<file path="src/rtl/uart_tx_frame.sv">
// UART transmit framer: start bit, DATA_WIDTH data bits LSB-first, optional
// parity bit, one stop bit. Each bit lasts Prescale clock cycles. The frame
// settings are captured when a word is accepted, so the host may change its
// inputs freely while a frame is on the line.
module uart_tx_frame #(
    parameter int DATA_WIDTH = 8
) (
    input  logic                  CLK,
    input  logic                  RST,
    input  logic [DATA_WIDTH-1:0] P_DATA,
    input  logic                  Data_Valid,
    input  logic                  PAR_EN,
    input  logic                  PAR_TYP,
    input  logic [5:0]            Prescale,
    output logic                  TX_OUT,
    output logic                  Busy
);

    localparam int IDX_W = $clog2(DATA_WIDTH);
    localparam logic [IDX_W-1:0] LAST_IDX = IDX_W'(DATA_WIDTH - 1);

    typedef enum logic [2:0] {
        IDLE,
        START,
        DATA,
        PARITY,
        STOP
    } state_t;

    state_t                  state_reg,  state_next;
    logic [5:0]              cnt_reg,    cnt_next;
    logic [IDX_W-1:0]        idx_reg,    idx_next;
    logic [DATA_WIDTH-1:0]   data_reg,   data_next;
    logic                    par_en_reg, par_en_next;
    logic                    parity_reg, parity_next;
    logic [5:0]              presc_reg,  presc_next;
    logic                    tx_reg,     tx_next;
    logic                    busy_reg,   busy_next;

    logic                    bit_end;
    logic [DATA_WIDTH-1:0]   par_chain;

    // Running XOR across the incoming word; the last tap is the even parity.
    assign par_chain[0] = P_DATA[0];
    generate
        for (genvar gi = 1; gi < DATA_WIDTH; gi++) begin : g_par
            assign par_chain[gi] = par_chain[gi-1] ^ P_DATA[gi];
        end
    endgenerate

    // The last cycle of the current bit period.
    assign bit_end = (cnt_reg == presc_reg - 6'd1);

    // The serial line and Busy come straight from flops, so the pad never sees
    // a combinational glitch.
    assign TX_OUT = tx_reg;
    assign Busy   = busy_reg;

    // State and datapath registers; reset aborts any frame in progress.
    always_ff @(posedge CLK) begin
        if (!RST) begin
            state_reg  <= IDLE;
            cnt_reg    <= '0;
            idx_reg    <= '0;
            data_reg   <= '0;
            par_en_reg <= 1'b0;
            parity_reg <= 1'b0;
            presc_reg  <= '0;
            tx_reg     <= 1'b1;
            busy_reg   <= 1'b0;
        end else begin
            state_reg  <= state_next;
            cnt_reg    <= cnt_next;
            idx_reg    <= idx_next;
            data_reg   <= data_next;
            par_en_reg <= par_en_next;
            parity_reg <= parity_next;
            presc_reg  <= presc_next;
            tx_reg     <= tx_next;
            busy_reg   <= busy_next;
        end
    end

    // Next-state logic; the outputs are decoded from the *next* state so the
    // registered line changes on the same edge as the state.
    always_comb begin
        state_next  = state_reg;
        cnt_next    = cnt_reg;
        idx_next    = idx_reg;
        data_next   = data_reg;
        par_en_next = par_en_reg;
        parity_next = parity_reg;
        presc_next  = presc_reg;
        tx_next     = 1'b1;
        busy_next   = 1'b0;

        if (state_reg == IDLE) begin
            cnt_next = '0;
            idx_next = '0;
            if (Data_Valid) begin
                state_next  = START;
                data_next   = P_DATA;
                par_en_next = PAR_EN;
                parity_next = par_chain[DATA_WIDTH-1] ^ PAR_TYP;
                presc_next  = (Prescale == 6'd0) ? 6'd1 : Prescale;
            end
        end else if (!bit_end) begin
            cnt_next = cnt_reg + 6'd1;
        end else begin
            cnt_next = '0;
            case (state_reg)
                START: begin
                    state_next = DATA;
                    idx_next   = '0;
                end
                DATA: begin
                    if (idx_reg == LAST_IDX) begin
                        idx_next   = '0;
                        state_next = par_en_reg ? PARITY : STOP;
                    end else begin
                        idx_next = idx_reg + IDX_W'(1);
                    end
                end
                PARITY:  state_next = STOP;
                STOP:    state_next = IDLE;
                default: state_next = IDLE;
            endcase
        end

        case (state_next)
            IDLE: begin
                tx_next   = 1'b1;
                busy_next = 1'b0;
            end
            START: begin
                tx_next   = 1'b0;
                busy_next = 1'b1;
            end
            DATA: begin
                tx_next   = data_next[idx_next];
                busy_next = 1'b1;
            end
            PARITY: begin
                tx_next   = parity_next;
                busy_next = 1'b1;
            end
            STOP: begin
                tx_next   = 1'b1;
                busy_next = 1'b1;
            end
            default: begin
                tx_next   = 1'b1;
                busy_next = 1'b0;
            end
        endcase
    end

endmodule

</file>
<file path="config.mk">
export PLATFORM = sky130hd
export DESIGN_NAME = uart_tx_frame
export DESIGN_NICKNAME = d
export VERILOG_FILES = /design/src/rtl/uart_tx_frame.sv
export SDC_FILE = /design/constraint.sdc
export NUM_CORES = 1
export LEC_CHECK = 0
export CORE_ASPECT_RATIO = 1.1
export CORE_MARGIN = 2
export CORE_UTILIZATION = 45
export CTS_BUF_LIST = sky130_fd_sc_hd__clkbuf_16
export DETAILED_ROUTE_END_ITERATION = 6
export PLACE_DENSITY = 0.74
export SETUP_SLACK_MARGIN = 0.3
export SLEW_MARGIN = 40
export SYNTH_ARGS = -nofsm -noshare
export SYNTH_HDL_FRONTEND = slang
export SYNTH_SLANG_ARGS = --single-unit
</file>
<file path="constraint.sdc">
create_clock -name CLK -period 3.01 [get_ports CLK]
set_input_delay 0.4515 -clock CLK [delete_from_list [all_inputs] [get_ports CLK]]
set_output_delay 0.4515 -clock CLK [all_outputs]
set_load 0.005 [all_outputs]
</file>
# After elaboration in Yosys (flattened, before gate mapping)
# Cells that the tools add are included.
# word_totals
n_memories,0
output_inout_bits,2
elab_cells,55
latchBits,0
regBits,30
romBits,0
input_bits,19
mem_bits_rw,0
# classes
div,0
add_sub_neg,3
n_lt_le_gt_ge,1
n_bitwise,9
muxes,19
eq_ne,9
n_mul,0
n_reduce_logical,5
shift,0
# op_table
op,count
two-way mux 3 bit,8
two-way mux 8 bit,2
"equality test 3 x 2 -> 1 bit, second input constant",4
one-hot mux 3 bit (3 select lines),1
XOR 1 bit,8
"adder 6 x 1 -> 6 bit, second input constant",1
"equality test 3 x 1 -> 1 bit, second input constant",2
"equality test 3 bit, second input constant",2
equality test 6 bit,1
logical NOT 6 bit,1
two-way mux 6 bit,1
one-hot mux 3 bit (2 select lines),1
"subtractor 6 x 1 -> 6 bit, second input constant",1
"< comparator 3 x 4 -> 1 bit, second input constant",1
two-way mux 1 bit,4
OR reduction 4 bit,1
"adder 3 x 1 -> 3 bit, second input constant",1
binary-select mux 1 bit (select 3 bit),1
logical NOT 3 bit,1
one-hot mux 1 bit (3 select lines),1
OR reduction 3 bit,1
AND reduction 2 bit,1
NOT 1 bit,1

# Logic depth before layout (Yosys ltp)
# Gate-level depths: netlist of run 1.
# logic_depth
ltp_word,11
ltp_mapped,12
depth_no_buf,11

# Worst setup path before layout of run 1
# Ideal clock, no wire load.
# synth_path
kind,register to register
startpoint,register presc_reg[0]
endpoint,register tx_reg (netlist: TX_OUT)
path_buffers,1
stages_incl_launch_ff,13
t_arrival_ns,2.610
setup_time_ns,0.074
synth_period_minus_slack_ns,2.684
setup_slack_ns,0.326
required_ns,2.936
cell_sequence,dfxtp_1 -> inv_1 -> ha_1 -> nor3b_1 -> xnor2_1 -> o2111ai_2 -> or2_1 -> buf_6 -> a211o_1 -> a21oi_4 -> mux2i_1 -> a2111o_1 -> a31oi_1
# synth_between
elab_chain_len,7
word_cells_on_any_way,12
classes_between,add/sub: 1; eq/ne: 4; mux: 7
# synth_rtl
item,line_no,text
start: declaration,36,"logic [5:0] presc_reg, presc_next;"
start signal: assignment,78,presc_reg <= presc_next;
subtractor 6 x 1 -> 6 bit *,52,assign bit_end = (cnt_reg == presc_reg - 6'd1);
equality test 6 bit *,52,
two-way mux 3 bit,107,end else if (!bit_end) begin
two-way mux 3 bit,97,if (state_reg == IDLE) begin
binary-select mux 1 bit (select 3 bit),140,tx_next = data_next[idx_next];
two-way mux 1 bit (implied by the code),140,
one-hot mux 1 bit (3 select lines) *,130,case (state_next)
end signal: assignment,79,tx_reg <= tx_next;
end: declaration,37,"logic tx_reg, tx_next;"
# Mark *: on every way between the ends. The rest lies on a longest branch, timed or not. The select of a mux whose other input is x is not followed.
# A chain may end at the register's enable or synchronous reset.

# Worst setup path after layout of run 1
# layout_path
startpoint,register idx_reg[0]
endpoint,register tx_reg (netlist: TX_OUT)
# layout_between
elab_chain_len,8
word_cells_on_any_way,16
classes_between,add/sub: 1; eq/ne: 4; mux: 11
# layout_rtl
item,line_no,text
start: declaration,32,"logic [IDX_W-1:0] idx_reg, idx_next;"
start signal: assignment,74,idx_reg <= idx_next;
adder 3 x 1 -> 3 bit / equality test 3 bit (equally long branches),"121, 117",
two-way mux 3 bit,117,if (idx_reg == LAST_IDX) begin
one-hot mux 3 bit (2 select lines),111,case (state_reg)
two-way mux 3 bit,107,
two-way mux 3 bit,97,
binary-select mux 1 bit (select 3 bit),140,
two-way mux 1 bit (implied by the code),140,
one-hot mux 1 bit (3 select lines) *,130,
# Marks and branches as above.

==> impl_metrics.json, run 1 <==
{
  "drive_above_1_share_pct": 15.86,
  "drtIter0Drc": 35,
  "final_common_cell": "nand2_1",
  "setup_tns_ns": 0,
  "fin_area_um2": 2161,
  "core_area_um2": 3413,
  "io_pins": 21,
  "synth_area_um2": 1633,
  "placedInstanceArea_um2": 1904,
  "numCtsBuffers": 5,
  "finalClockSkew_ns": 0.003710,
  "drv_cap": 0,
  "clock_sinks": 30,
  "synth_cell_types": 42,
  "vdd_drop_max_mv": 0.3950,
  "p_total_w": 0.001086,
  "overflow": 0,
  "grt_pass1_wl_um": 6237,
  "clk_root_buffer_cell": "clkbuf_16",
  "wl_um": 3700,
  "final_nets": 249,
  "worstPathRequired_ns": 3.16,
  "outcome": "finished clean",
  "routabilityCongestion": 0.8254,
  "async_reset_ff_share_pct": 0,
  "start_util_pct": 47.84,
  "worst_slew_pin_slew_ns": 0.6650,
  "largest_reg_flops": 8,
  "die_h_um": 67.18,
  "syn_to_final_growth_pct": 32.34,
  "avgSynthCellArea_um2": 8.373,
  "period_share_pct": 87.82,
  "rows": 22,
  "intPower_w": 0.0008096,
  "crit_path_start_kind": "flop",
  "dieArea_um2": 4127,
  "vias": 1466,
  "synthCells": 195,
  "synth-edff-count": 0,
  "combPwrFrac_pct": 15.9,
  "detail_route.vias_per_cell": 5.331,
  "p_per_area_nw_per_um2": 502.5,
  "path_class": "flop to flop",
  "final_cell_mix": "nand2_1, dfxtp_1, clkdlybuf4s50_1",
  "antenna_found_initial": 0,
  "rsz0062_at_grt": "true",
  "fill_cells": 293,
  "switchingPower_w": 0.0002761,
  "hold_path.class": "flop to flop",
  "clock_latency_ns": 0.28,
  "clk_path_buf_depth": 2,
  "cp_max_fo": 4,
  "swShare_pct": 25.43,
  "end_kind": "flop",
  "cp.arrival_ns": 2.80,
  "dr.pass1.iters": 4,
  "grt_usage_pct": 20.93,
  "p_seq_share_pct": 40.2,
  "multi_input_area_um2": 1046,
  "fmax_mhz": 378.3,
  "power.share.clock_pct": 43.9,
  "yosysWarnings": 0,
  "setup-violations-final": 0,
  "htreeDepth": 2,
  "relSlewSlack_pct": 55.56,
  "hold_violations": 0,
  "regArea_um2": 609.3,
  "place_hpwl_um": 2463,
  "ys_seq_elements": 30,
  "die_x_um": 61.44,
  "wire_per_inst_um": 13.45,
  "synth-seq-area-share_pct": 36.78,
  "port_buffers": 20,
  "leakagePower_nw": 0.8434,
  "grt_max_degree": 20,
  "holdWs_ns": 0.4670,
  "drc": 0,
  "fin_crit_ns": 2.644,
  "cts_tree": "yes",
  "drv_slew": 0,
  "clk_pin_slew_ns": 0.05,
  "grt_pass1_vias": 1372,
  "ant_nets": 0,
  "synth_fp_nets": 218,
  "fin_util_pct": 63.31,
  "ys.flop_type": "dfxtp_1",
  "antennaDiodeCount": 0
}
==> cells in the mapped netlist, types with 4 or more instances <==
cell	number	area (µm²)
ha_1	4	50.05
o21ai_0	7	35.03
a21boi_0	15	112.6
a21oi_1	6	30.03
xor2_1	8	70.07
xnor2_1	12	105.1
and2_1	5	31.28
nor2b_1	4	25.02
nand3_1	4	20.02
dfxtp_1	30	600.6
inv_1	5	18.77
nor2_1	19	71.32
clkbuf_1	6	22.52
nand2_1	33	123.9
==> power groups by stage <==
stage / sequential, W / combinational [W] / clock [W]
final: 0.000436 / 0.000172 / 0.000477
after detailed placement: 0.000441 / 0.000155 / 0
after global routing: 0.000438 / 0.000191 / 0.000506
after global placement: 0.000441 / 0.000153 / 0
after floorplan: 0.000437 / 0.000101 / 0
after CTS: 0.000433 / 0.000160 / 0.000483
==> critical path: stages (launching register included) <==
cell and delay, ns:
dfxtp_1 0.33, ha_1 0.21, ha_1 0.22, or4b_2 0.68
o31a_1 0.25, nand2_1 0.10, mux2i_1 0.18, and4bb_2 0.26
nor4_2 0.17, a31oi_1 0.12
==> through the flow <==
| step | worst slack [ns] | cells |
|---|---|---|
| 6_report | 0.3665 | 275 |
| 5_1_grt | 0.2979 | 275 |
| 4_1_cts | 0.3081 | 273 |
| 3_5_place_dp | 0.2427 | 262 |
| 3_3_place_gp | 0.2907 | 262 |
| 2_1_floorplan | 0.3255 | 195 |
==> final cells by class <==
type	count	area share, %
multi-input cells	153	48.41
clock inverters	3	0.7528
flip-flops and latches	30	28.20
clock buffers	5	5.790
well taps	48	2.779
inverters	5	0.9844
repair buffers	31	13.09
==> final timing paths <==
kind	endpoint	slack [ns]	cells past startpoint	start
hold reg to reg	data_reg[0]	0.47	2	data_reg[0]
hold / removal	data_reg[0]	0.47	2	data_reg[0]
setup reg to reg	TX_OUT	0.37	9	idx_reg[0]
setup / recovery	TX_OUT	0.37	9	idx_reg[0]
==> cells by family after synthesis <==
| kind of cell | count (synthesis) | synth area share [%] |
|---|---|---|
| adder cells (fa/ha/maj) | 4 | 3.065 |
| AO/OA/AOI/OAI | 43 | 20.08 |
| buffers and inverters | 12 | 3.218 |
| multiplexers | 2 | 1.226 |
| AND/OR/NAND/NOR | 84 | 24.90 |
| flip-flops | 30 | 36.78 |
| XOR/XNOR | 20 | 10.73 |
==> repair_timing <==
| item | in CTS | in global routing |
|---|---|---|
| hold buffers | 0 | 0 |
| setup endpoints to repair | 1 | 2 |
| gates resized for setup | 3 | 17 |
| pin swaps | 4 | 10 |
| buffers inserted | 3 | 2 |
==> routing by layer <==
metal  up-vias  global-route usage, %  wire (µm)
met4         0                  8.777         70
met2        33                  33.78       1778
met3         8                  5.747        108
li1        739                      -          -
met1       686                  26.04       1744
met5         -                      0          0
Power figures use the tool's default switching activity.
==> inputs of run 2 (changes only) <==
- ABC_AREA: not set -> 1
==> impl_metrics.json, run 2 <==
{
  "timing.critical_path.cells": "inv_1 -> ha_1 -> xnor2_1 -> nor2_2 -> nand3_2 -> nor2_4 -> nand2_1 -> nand2_1 -> nand2_2 -> nand2_1 -> nand3_1 -> nand2_1 -> nand2_1 -> nand3_1 -> nand2_1",
  "drtIter0Drc": 64,
  "setup-violations-final": 0,
  "synth_fp_nets": 271,
  "core_area_um2": 3655,
  "start_util_pct": 47.00,
  "cp.arrival_ns": 2.39,
  "rows": 23,
  "largest_reg_flops": 8,
  "final_nets": 295,
  "dieArea_um2": 4328,
  "intPower_w": 0.0008210,
  "rr_endpoint": "TX_OUT",
  "ys_seq_elements": 30,
  "routabilityCongestion": 0.8851,
  "async_reset_ff_share_pct": 0,
  "reg2regPathDepth": 15,
  "holdWs_ns": 0.4684,
  "detail_route.vias_per_cell": 4.870,
  "placedInstanceArea_um2": 1961,
  "end_kind": "flop",
  "yosysWarnings": 0,
  "swShare_pct": 27.44,
  "netlist_top_cells_count": "nand2_1, dfxtp_1, nor2_1",
  "clock_sinks": 30,
  "crit_family": "simple AND/OR/NAND/NOR gates",
  "power.share.clock_pct": 41.2,
  "cts_tree": "yes",
  "outcome": "finished clean",
  "drv_cap": 0,
  "grt_pass1_wl_um": 6299,
  "ant_nets": 0,
  "grt_max_degree": 25,
  "cts_setup_buffers": 0,
  "syn_to_final_growth_pct": 22.14,
  "max_stage_delay_ns": 0.38,
  "clk_path_buf_depth": 2,
  "synth-seq-area-share_pct": 34.96,
  "numCtsBuffers": 5,
  "critPathMostFrequentCell": "nand2_1",
  "setup_slack_ns": 0.7839,
  "drive_above_1_share_pct": 12.82,
  "die_h_um": 68.80,
  "crit_slowest_cell": "dfxtp_1",
  "holdPathEnd": "presc_reg[5]",
  "overflow": 0,
  "wire_per_inst_um": 10.78,
  "finalClockSkew_ns": 0.003393,
  "p_seq_share_pct": 38.9,
  "wl_um": 3483,
  "fin_area_um2": 2098,
  "ys_top_cells_by_area": "dfxtp_1, nand2_1, nor2_1, nand3_1, inv_1",
  "hold_violations": 0,
  "avgSynthCellArea_um2": 6.927,
  "dr.pass1.iters": 4,
  "drc": 0,
  "dp_slack_ns": 0.7988,
  "drv_slew": 0,
  "path_buf_inv": 1,
  "hold_path.class": "flop to flop",
  "cts_resized": 0,
  "hold_depth": 2,
  "grt_pass1_vias": 1468,
  "reg2reg_setup_slack_ns": 0.78,
  "path_class": "flop to flop",
  "ctsHoldBuffers": 0,
  "vias": 1573,
  "worstPathRequired_ns": 3.18,
  "fmax_mhz": 449.2,
  "antenna_found_initial": 0,
  "htreeDepth": 2,
  "final_cell_mix": "nand2_1, dfxtp_1, inv_1, nor2_1",
  "clk_root_buffer_cell": "clkbuf_16",
  "port_buffers": 20,
  "reg2reg_from": "presc_reg[0]",
  "antennaDiodeCount": 0,
  "io_pins": 21,
  "place_hpwl_um": 2653,
  "switchingPower_w": 0.0003104,
  "fin_crit_ns": 2.226,
  "cp_max_fo": 13,
  "crit_path_start_kind": "flop",
  "synth_area_um2": 1718,
  "ys.flop_type": "dfxtp_1",
  "relSlewSlack_pct": 73.90,
  "setup_tns_ns": 0,
  "worst_slew_pin_slew_ns": 0.3880,
  "period_share_pct": 73.96,
  "hp-start": "presc_reg[5]",
  "yosys.area.top_type": "dfxtp_1",
  "synth_cell_types": 36,
  "vdd_drop_max_mv": 0.3671,
  "leakagePower_nw": 0.9370,
  "synthCells": 248,
  "yosys.area.top_type_share_pct": 34.96,
  "combPwrFrac_pct": 19.9,
  "clk_pin_slew_ns": 0.05,
  "clock_latency_ns": 0.27,
  "rsz0062_at_grt": "false",
  "final_common_cell": "nand2_1",
  "synth-edff-count": 0,
  "p_per_area_nw_per_um2": 539.2,
  "grt_usage_pct": 18.73,
  "die_x_um": 62.91,
  "synth.most_common_cell": "nand2_1"
}
[run 2: cell types whose count changed after synthesis, sizes merged, moves of 5 or more]
| cell | change |
|---|---|
| inv | +30 |
| nand2 | +26 |
| nand3 | +17 |
| o21ai | +15 |
| a21boi | -14 |
| nor2 | +14 |
| or2 | +7 |
| and2 | -5 |
| clkbuf | -5 |
| xnor2 | -5 |
[run 2: stage by stage]
step / cells / utilization (%) / total power [W]
after floorplan: 248 / - / 0.0006064
after global placement: 315 / 53.65 / 0.0006699
after detailed placement: 315 / 53.65 / 0.0006738
after CTS: 323 / 57.41 / 0.001145
after global routing: 323 / 57.41 / 0.001189
final: 323 / 57.41 / 0.001131
[run 2: logic make-up (layout without fill, tap and decap cells)]
kind of cell,Yosys count,after routing,synth area share [%]
compound gates,35,35,12.09
xor+xnor,11,11,5.608
fa+ha+maj,4,4,2.913
buf+inv,40,65,9.613
flops,30,30,34.96
mux,1,1,0.5827
simple gates,127,127,34.23
[run 2: area by class of cell]
type | instances | area, µm²
Multi-Input combinational cell | 178 | 952.2
Clock inverter | 3 | 12.51
Clock buffer | 5 | 125.1
Sequential cell | 30 | 600.6
Tap cell | 50 | 62.56
Timing Repair Buffer | 21 | 207.7
Inverter | 36 | 137.6
Fill cell | 353 | 1556
[run 2: worst max-delay path by stage]
| stage | startpoint | end | slack [ns] | depth (start not counted) |
|---|---|---|---|---|
| 6_report | presc_reg[0] | TX_OUT | 0.78 | 15 |
| 5_1_grt | presc_reg[0] | TX_OUT | 0.53 | 16 |
| 4_1_cts | presc_reg[0] | TX_OUT | 0.78 | 15 |
| 3_5_place_dp | presc_reg[0] | TX_OUT | 0.80 | 15 |
| 3_3_place_gp | P_DATA[1] | TX_OUT | 0.86 | 9 |
| 2_1_floorplan | presc_reg[0] | TX_OUT | 1.11 | 14 |
[run 2: per-layer routing]
metal / vias to the layer above / wire length, µm / GRT usage [%]
li1: 839 / - / -
met1: 695 / 1651 / 21.98
met2: 30 / 1630 / 33.11
met3: 9 / 122 / 4.221
met4: 0 / 78 / 8.611
met5: - / 0 / 0
[run 2: power groups by stage]
stage / clock, W / sequential (W) / combinational [W]
floorplan: 0 / 0.000445 / 0.000162
global placement: 0 / 0.000447 / 0.000223
detailed placement: 0 / 0.000448 / 0.000226
CTS: 0.000478 / 0.000440 / 0.000227
global route: 0.000489 / 0.000443 / 0.000257
finish: 0.000466 / 0.000440 / 0.000226
[run 2: worst min-delay path: cells and delay by family, from the launching register on]
| kind | cells | cell delay (ns) |
|---|---|---|
| buffers and inverters | 1 | 0.06 |
| flip-flops | 1 | 0.30 |
| AO/OA/AOI/OAI | 1 | 0.05 |
